--- src/rtl/pwm_generator_8bit.sv ---
// Single-channel 8-bit PWM: 255-clock period counter compared against duty.
// Optional PWM_GLITCHFREE_UPDATE_EN latches duty only at the period boundary.
module pwm_generator_8bit (
  input  logic       clk,
  input  logic       reset,
  input  logic [7:0] duty,
  output logic       pwm_out
);

  localparam logic [7:0] CNT_LAST = 8'd254;

  logic [7:0] cnt_q, cnt_d;
  logic [7:0] duty_eff;
  logic       pwm_q, pwm_d;

`ifdef PWM_GLITCHFREE_UPDATE_EN
  logic [7:0] duty_q;

  // Shadow copy loads on the last count so a new duty starts cleanly at cnt=0.
  always_ff @(posedge clk) begin
    if (reset)                 duty_q <= 8'd0;
    else if (cnt_q == CNT_LAST) duty_q <= duty;
  end

  assign duty_eff = duty_q;
`else
  assign duty_eff = duty;
`endif

  // Counter never depends on duty, so an unknown duty cannot disturb it.
  assign cnt_d = (cnt_q == CNT_LAST) ? 8'd0 : cnt_q + 8'd1;
  assign pwm_d = (cnt_q < duty_eff);

  always_ff @(posedge clk) begin
    if (reset) begin
      cnt_q <= 8'd0;
      pwm_q <= 1'b0;
    end else begin
      cnt_q <= cnt_d;
      pwm_q <= pwm_d;
    end
  end

  assign pwm_out = pwm_q;

endmodule

--- config.mk ---
export PLATFORM = sky130hd
export DESIGN_NAME = pwm_generator_8bit
export DESIGN_NICKNAME = d
export VERILOG_FILES = /design/src/rtl/pwm_generator_8bit.sv
export SDC_FILE = /design/constraint.sdc
export NUM_CORES = 1
export LEC_CHECK = 0
export ABC_CLOCK_PERIOD_IN_PS = 1450
export CAP_MARGIN = 20
export CORE_AREA = 2 2 39 41
export CTS_CLUSTER_SIZE = 16
export DETAILED_ROUTE_END_ITERATION = 10
export DIE_AREA = 0 0 41 43
export PLACE_DENSITY = 0.69
export RECOVER_POWER = 25
export SYNTH_ARGS = -nofsm -noshare
export SYNTH_HDL_FRONTEND = slang
export SYNTH_SLANG_ARGS = --single-unit
--- constraint.sdc ---
create_clock -name clk -period 1.45 [get_ports clk]
set_input_delay 0.29 -clock clk [delete_from_list [all_inputs] [get_ports clk]]
set_output_delay 0.29 -clock clk [all_outputs]
set_load 0.03 [all_outputs]
==> results_dict.tcl <==
set metrics [dict create \
    cts_max_path_bufs 2 \
    num-fill-cells 125 \
    detail_route.wl_per_cell_um 13.5 \
    worst_ir_drop_vdd_mv 0.468 \
    worst-path-max-fanout 2 \
    io_buffers 10 \
    drtIter0Drc 4 \
    endpoint_of_the_worst_slack_reg_to_reg_timing_path "pwm_out" \
    antenna_found_initial 0 \
    clock_pin_slew_on_the_worst_setup_and_hold_paths_ns 0.07 \
    crit_slowest_cell "sky130_fd_sc_hd__clkdlybuf4s50_1" \
    mappedNetlistArea_um2 548 \
    max_slew.worst_pin.slew_ns 0.380 \
    hold_path_startpoint "cnt_q[0]" \
    antenna-diode-count 0 \
    final_routed_drc_violation_total 0 \
    end_kind "register" \
    hold_buffers 0 \
    die-width_um 41 \
    via_count 519 \
    gr-total-overflow 0 \
    async_sr_flop_fraction_pct 0 \
    post_place_cell_area_um2 693 \
    regToRegStartpoint "cnt_q[1]" \
    finalClockSkew_ns 0.00801 \
    synth.ff_latch_count 9 \
    firstDrtPassIters 4 \
    setup.reg_to_reg.worst_slack_ns 0.12 \
    layout_worst_path_cycle_share_pct 95.6 \
    crit_chain "clkdlybuf4s50_1 -> inv_1 -> ha_1 -> nor2b_1 -> a2111oi_2" \
    max_cap_viol_count 0 \
    yosysWarnings 0 \
    synthesized_area_per_cell_um2 8.70 \
    post_cts_buffers 0 \
    num_io_pins 11 \
    fp-row-count 14 \
    first_global_vias 517 \
    ant_nets 0 \
    synthesis.instances 63 \
    result_of_the_run "finished, final reports clean" \
    cts-root-buf "sky130_fd_sc_hd__clkbuf_4" \
    avgViaCountPerCell 5.41 \
    drive_gt1_share_pct 22.5 \
    grt_setup_unrepaired "false" \
    grt_first_pass_wirelength_mm 2.00 \
    tritoncts "built" \
    critical-path-max-stage-delay_ns 0.46 \
    period_minus_slack_ns 1.39 \
    cp.arrival_ns 1.55 \
    gr-usage-all-layers_pct 17.8 \
    worst-path-buf-inv 2 \
    htree_depth 1 \
    setup-tns-final_ns 0 \
    initial_utilization_pct 39.6 \
    number_of_library_cell_types_mapped_by_synthesis 24 \
    cts.sink_count 9 \
    final_hold_viol_count 0 \
    cp_top_family "buffers and inverters" \
    fin_nets 100 \
    synth_nets 82 \
    synth_enable_flop_cells 0 \
    yosysSeqAreaShare_pct 32.9 \
    setup_viol 0 \
    power_density_mw_per_mm2 736 \
    cts_inserted_buffers 3 \
    die_h_um 43 \
    worst-setup-path-type "input pin to register" \
    grt_max_degree 9 \
    clkLatencyLatePin_ns 0.26 \
    synth_flop_cell "sky130_fd_sc_hd__dfxtp_1" \
    min-delay-path-class "register to register" \
    crit_path_start_kind "input pin" \
    report.final.slew_viol_count 0 \
    power_leakage_nw 0.367 \
    fp.coreArea_mm2 0.00138 \
    post_dp_hpwl_um 966 \
    gp_routability_congestion 0.836 \
    timing.slew.headroom_pct 74.6 \
    min_to "cnt_q[0]" \
    route.final.wire_length_mm 1.29 \
    die_ar_mm2 0.00176 \
    crit_required_ns 1.61 \
    r2r.worst_path.cells 4 \
    min_delay_path_depth 1 \
    max_clock_freq_ghz 0.722 \
    area_growth_pct 42.0 \
    final_design_area_no_fill_um2 778 \
]
[registers in the layout, summed over array words and instances (netlist names)]
name and flops:
cnt_q 8, pwm_out 1
[kinds of logic (layout without fill, tap and decap cells)]
kind of cell / after synthesis / after routing / share of synthesized area (%)
AO/OA/AOI/OAI: 13 / 13 / 16.2
AND/OR/NAND/NOR: 19 / 19 / 18.5
adder cells (fa/ha/maj): 9 / 9 / 20.5
XOR/XNOR: 3 / 3 / 4.80
flip-flops: 9 / 9 / 32.9
buffers and inverters: 10 / 27 / 7.08
[worst max path at each step]
stage,slack (ns),depth (start not counted),from,to
6_report,0.06,5,duty[7],pwm_out
2_1_floorplan,0.04,4,cnt_q[3],pwm_out
4_1_cts,-0.05,5,duty[4],pwm_out
3_5_place_dp,-0.53,6,duty[3],pwm_out
5_1_grt,0.008,6,duty[6],pwm_out
3_3_place_gp,-0.40,6,duty[3],pwm_out
[synthesized netlist by cell type, types with 2 or more instances]
cell type / number / share of area (%)
sky130_fd_sc_hd__a21oi_1: 2 / 1.8
sky130_fd_sc_hd__ha_1: 9 / 21
sky130_fd_sc_hd__inv_1: 9 / 6.2
sky130_fd_sc_hd__a31oi_1: 3 / 3.4
sky130_fd_sc_hd__a211oi_1: 2 / 2.7
sky130_fd_sc_hd__nor2_1: 5 / 3.4
sky130_fd_sc_hd__nand3_1: 4 / 3.7
sky130_fd_sc_hd__dfxtp_1: 9 / 33
sky130_fd_sc_hd__o21ai_0: 2 / 1.8
sky130_fd_sc_hd__xnor2_1: 2 / 3.2
sky130_fd_sc_hd__nand2_1: 3 / 2.1
[routing by layer]
layer / GRT usage (%) / routed length (um) / up-vias
li1: - / - / 259
met1: 17.2 / 512 / 241
met2: 30.3 / 689 / 15
met3: 4.71 / 52 / 4
met4: 12.0 / 38 / 0
met5: 0 / 0 / -
[through the flow]
step / util, % / worst slack (ns) / instances / hold WS (ns) / total power, mW
after floorplan: - / 0.0418 / 63 / 0.359 / 0.323
after global placement: 50.1 / -0.401 / 92 / 0.481 / 0.370
after detailed placement: 50.1 / -0.533 / 92 / 0.493 / 0.374
after CTS: 53.6 / -0.0548 / 96 / 0.509 / 0.574
after global routing: 56.2 / 0.00756 / 96 / 0.547 / 0.602
final: 56.2 / 0.0642 / 96 / 0.513 / 0.573
[placed cells by master, fill, tap and decap left out, types with 2 or more instances in the layout]
master	instances
sky130_fd_sc_hd__dfxtp_1	9
sky130_fd_sc_hd__clkdlybuf4s50_1	5
sky130_fd_sc_hd__inv_1	8
sky130_fd_sc_hd__nand3_1	4
sky130_fd_sc_hd__ha_1	5
sky130_fd_sc_hd__ha_2	2
sky130_fd_sc_hd__buf_4	4
sky130_fd_sc_hd__nand2_1	3
sky130_fd_sc_hd__a31oi_1	3
sky130_fd_sc_hd__clkbuf_4	3
sky130_fd_sc_hd__xnor2_1	2
sky130_fd_sc_hd__ha_4	2
sky130_fd_sc_hd__nor2_1	5
sky130_fd_sc_hd__dlymetal6s2s_1	4
[power breakdown]
part	switching, mW	internal, mW	leakage [nW]
logic	0.0478	0.0574	0.278
registers	0.0111	0.259	0.0737
clock network	0.0911	0.106	0.0150
[what timing repair did]
item / 4_1_cts / 5_1_grt
setup endpoints to repair: 2 / 1
pin swaps: 1 / 5
hold endpoints to repair: 0 / 0
resized for setup: 6 / 10
[cell type report]
| cell class | instances | area [um^2] | area share [%] |
|---|---|---|---|
| clock buffer | 4 | 26.3 | 3.38 |
| inverter | 9 | 33.8 | 4.34 |
| multi-input combinational | 44 | 379 | 48.7 |
| sequential | 9 | 180 | 23.2 |
| tap | 16 | 20.0 | 2.57 |
| timing repair buffer | 14 | 139 | 17.8 |
Note: power is estimated with default switching activity, not from simulation.
==> edit, RTL diff (config.mk and constraints unchanged) <==
Remove the register `pwm_q`: a continuous assignment takes its place, so the output `pwm_out` follows one clock earlier.
--- a/src/rtl/pwm_generator_8bit.sv
+++ b/src/rtl/pwm_generator_8bit.sv
@@ -36,8 +36,8 @@
       cnt_q <= 8'd0;
-      pwm_q <= 1'b0;
     end else begin
       cnt_q <= cnt_d;
-      pwm_q <= pwm_d;
     end
   end
+
+  assign pwm_q = pwm_d;
 
Check against the original RTL: not equivalent (a bounded check fails within 4 cycles, from zero or initial values and one cycle with reset high).
==> edit against the original RTL <==
  * The run now ends with setup timing left
  * Critical path depth unchanged
  * Wire length is 11% lower
  * Synthesized cell count increased by 7.9%
  * Via count up 2.1%
  * Die area unchanged
  * Final area rose by 6.3%
  * Worst setup slack worse by 0.24 ns
  * Synthesized area increased by 1.1%
  * Sequential cell count is 1 lower
  * Non-clock buffer count increased by 3
  * Largest cell class unchanged
Power is not compared: it rests on default switching activity, and its combinational part moved more than twofold at a synthesized area within 25%.
==> edit: results (changes against the original RTL) <==
| Metric | Value |
|---|---|
| Gates resized, CTS repair | `23 (+17)` |
| Register area share after synthesis | `0.289 (-0.0398)` |
| Met1 Resource Use GR | `0.197 (+0.0253)` |
| Place WS | `-0.495 ns (+0.0373 ns)` |
| Syn_nets | `87 (+6.1%)` |
| Largest net degree at the start of global routing | `8 (-1)` |
| Wl on met1 | `516 microns (+0.78%)` |
| Non-CTS buffers | `17 (+3)` |
| Synth Area in XOR/XNOR | `0.0474 (-0.000541)` |
| Post-synth ARST share | `0 (unchanged)` |
| Nets | `108 (+8.0%)` |
| Gr usage total | `0.174 (-0.00420)` |
| DP Area | `722 sq um (+4.2%)` |
| FF/Latch Area | `166 sq um (-7.6%)` |
| Buffer share of cell area | `0.172 (-0.00599)` |
| Met3 WL | `55 microns (+5.8%)` |
| Via density | `5.15 (-4.8%)` |
| Num sequential | `8 (-1)` |
| Fill cell total of the finished layout | `123 (-1.6%)` |
| Post-Place Cells | `100 (+8.7%)` |
| Critical path data arrival time | `1.33 ns (-0.22 ns)` |
| Failing checks | `setup timing` |
| Non-clk invs | `8 (-1)` |
| Status | `finished with violations` |
| Drt wl/cell | `11.1 microns (-17%)` |
| Crit Path Max Fanout | `4 (+2)` |
| Endpoints failing setup | `1 (+1)` |
| Area of the multi-input gates | `445 sq um (+17%)` |
| Top Family by Delay on Critical Path | `flip-flops` |
| Most frequent cells after synthesis | `ha_1 (9), dfxtp_1 (8), inv_1 (8), nand3_1 (8), nor2_1 (6)` |
| Placer Congestion | `0.792 (-5.2%)` |
| Max stage delay cell, worst path | `dfxtp_2` |
| Layout cells sized above 1 | `0.379 (+0.154)` |
| Setup tns final | `-0.173 ns (-0.173 ns)` |
| Adder-Cell Fraction of Synth Area | `0.203 (-0.00232)` |
| Setup ws final | `-0.173 ns (-0.238 ns)` |
| Worst path max stage delay | `0.34 ns (-0.12 ns)` |
| Compound-cell area share of the yosys netlist | `0.104 (-0.0583)` |
| M2 GR Usage | `0.272 (-0.0313)` |
| Hpwl dp | `901 microns (-6.7%)` |
| Worst-Margin Slew | `0.399 ns (+0.0186 ns)` |
| Multi-input gate count | `51 (+16%)` |
| Finished Cell Area | `827 sq um (+6.3%)` |
| Synth top area cells | `dfxtp_1 (29%), ha_1 (20%), nand3_1 (7.2%), inv_1 (5.4%), nor2_1 (4.1%)` |
| Synth cell types | `22 (-8.3%)` |
| Initial antenna violation count | `0 (unchanged)` |
| Met2 routed wirelength | `548 microns (-20%)` |
| Synthesized instance count | `68 (+7.9%)` |
| Setup Skew | `0.00735 ns (-0.000664 ns)` |
| Clock-cell share of area | `0.0272 (-0.00653)` |
-- edit: cell types whose count changed after synthesis, sizes merged, moves of 2 or more --
cell    change
a31oi       -3
a21oi       +2
or4         +2
nand3       +5
a211oi      -2
nand2       +2
nor2b       +2
and3        -2
-- edit: path summary, 6_finish.rpt --
| kind | from | to | slack (ns) | cells past startpoint |
|---|---|---|---|---|
| setup / recovery | cnt_q[1]$_SDFF_PP0_ | pwm_out | -0.17 | 5 |
| hold / removal | cnt_q[0]$_SDFF_PP0_ | cnt_q[0]$_SDFF_PP0_ | 0.49 | 1 |
| setup reg to reg | cnt_q[0]$_SDFF_PP0_ | cnt_q[3]$_SDFF_PP0_ | 0.16 | 5 |
| hold reg to reg | cnt_q[0]$_SDFF_PP0_ | cnt_q[0]$_SDFF_PP0_ | 0.49 | 1 |
-- edit: power by group --
part / internal (W) / leakage (nW) / switching, W
sequential: 0.000246 / 0.0677 / 0.0000230
combinational: 0.000121 / 0.264 / 0.000102
clock: 0.0000947 / 0.0138 / 0.0000762
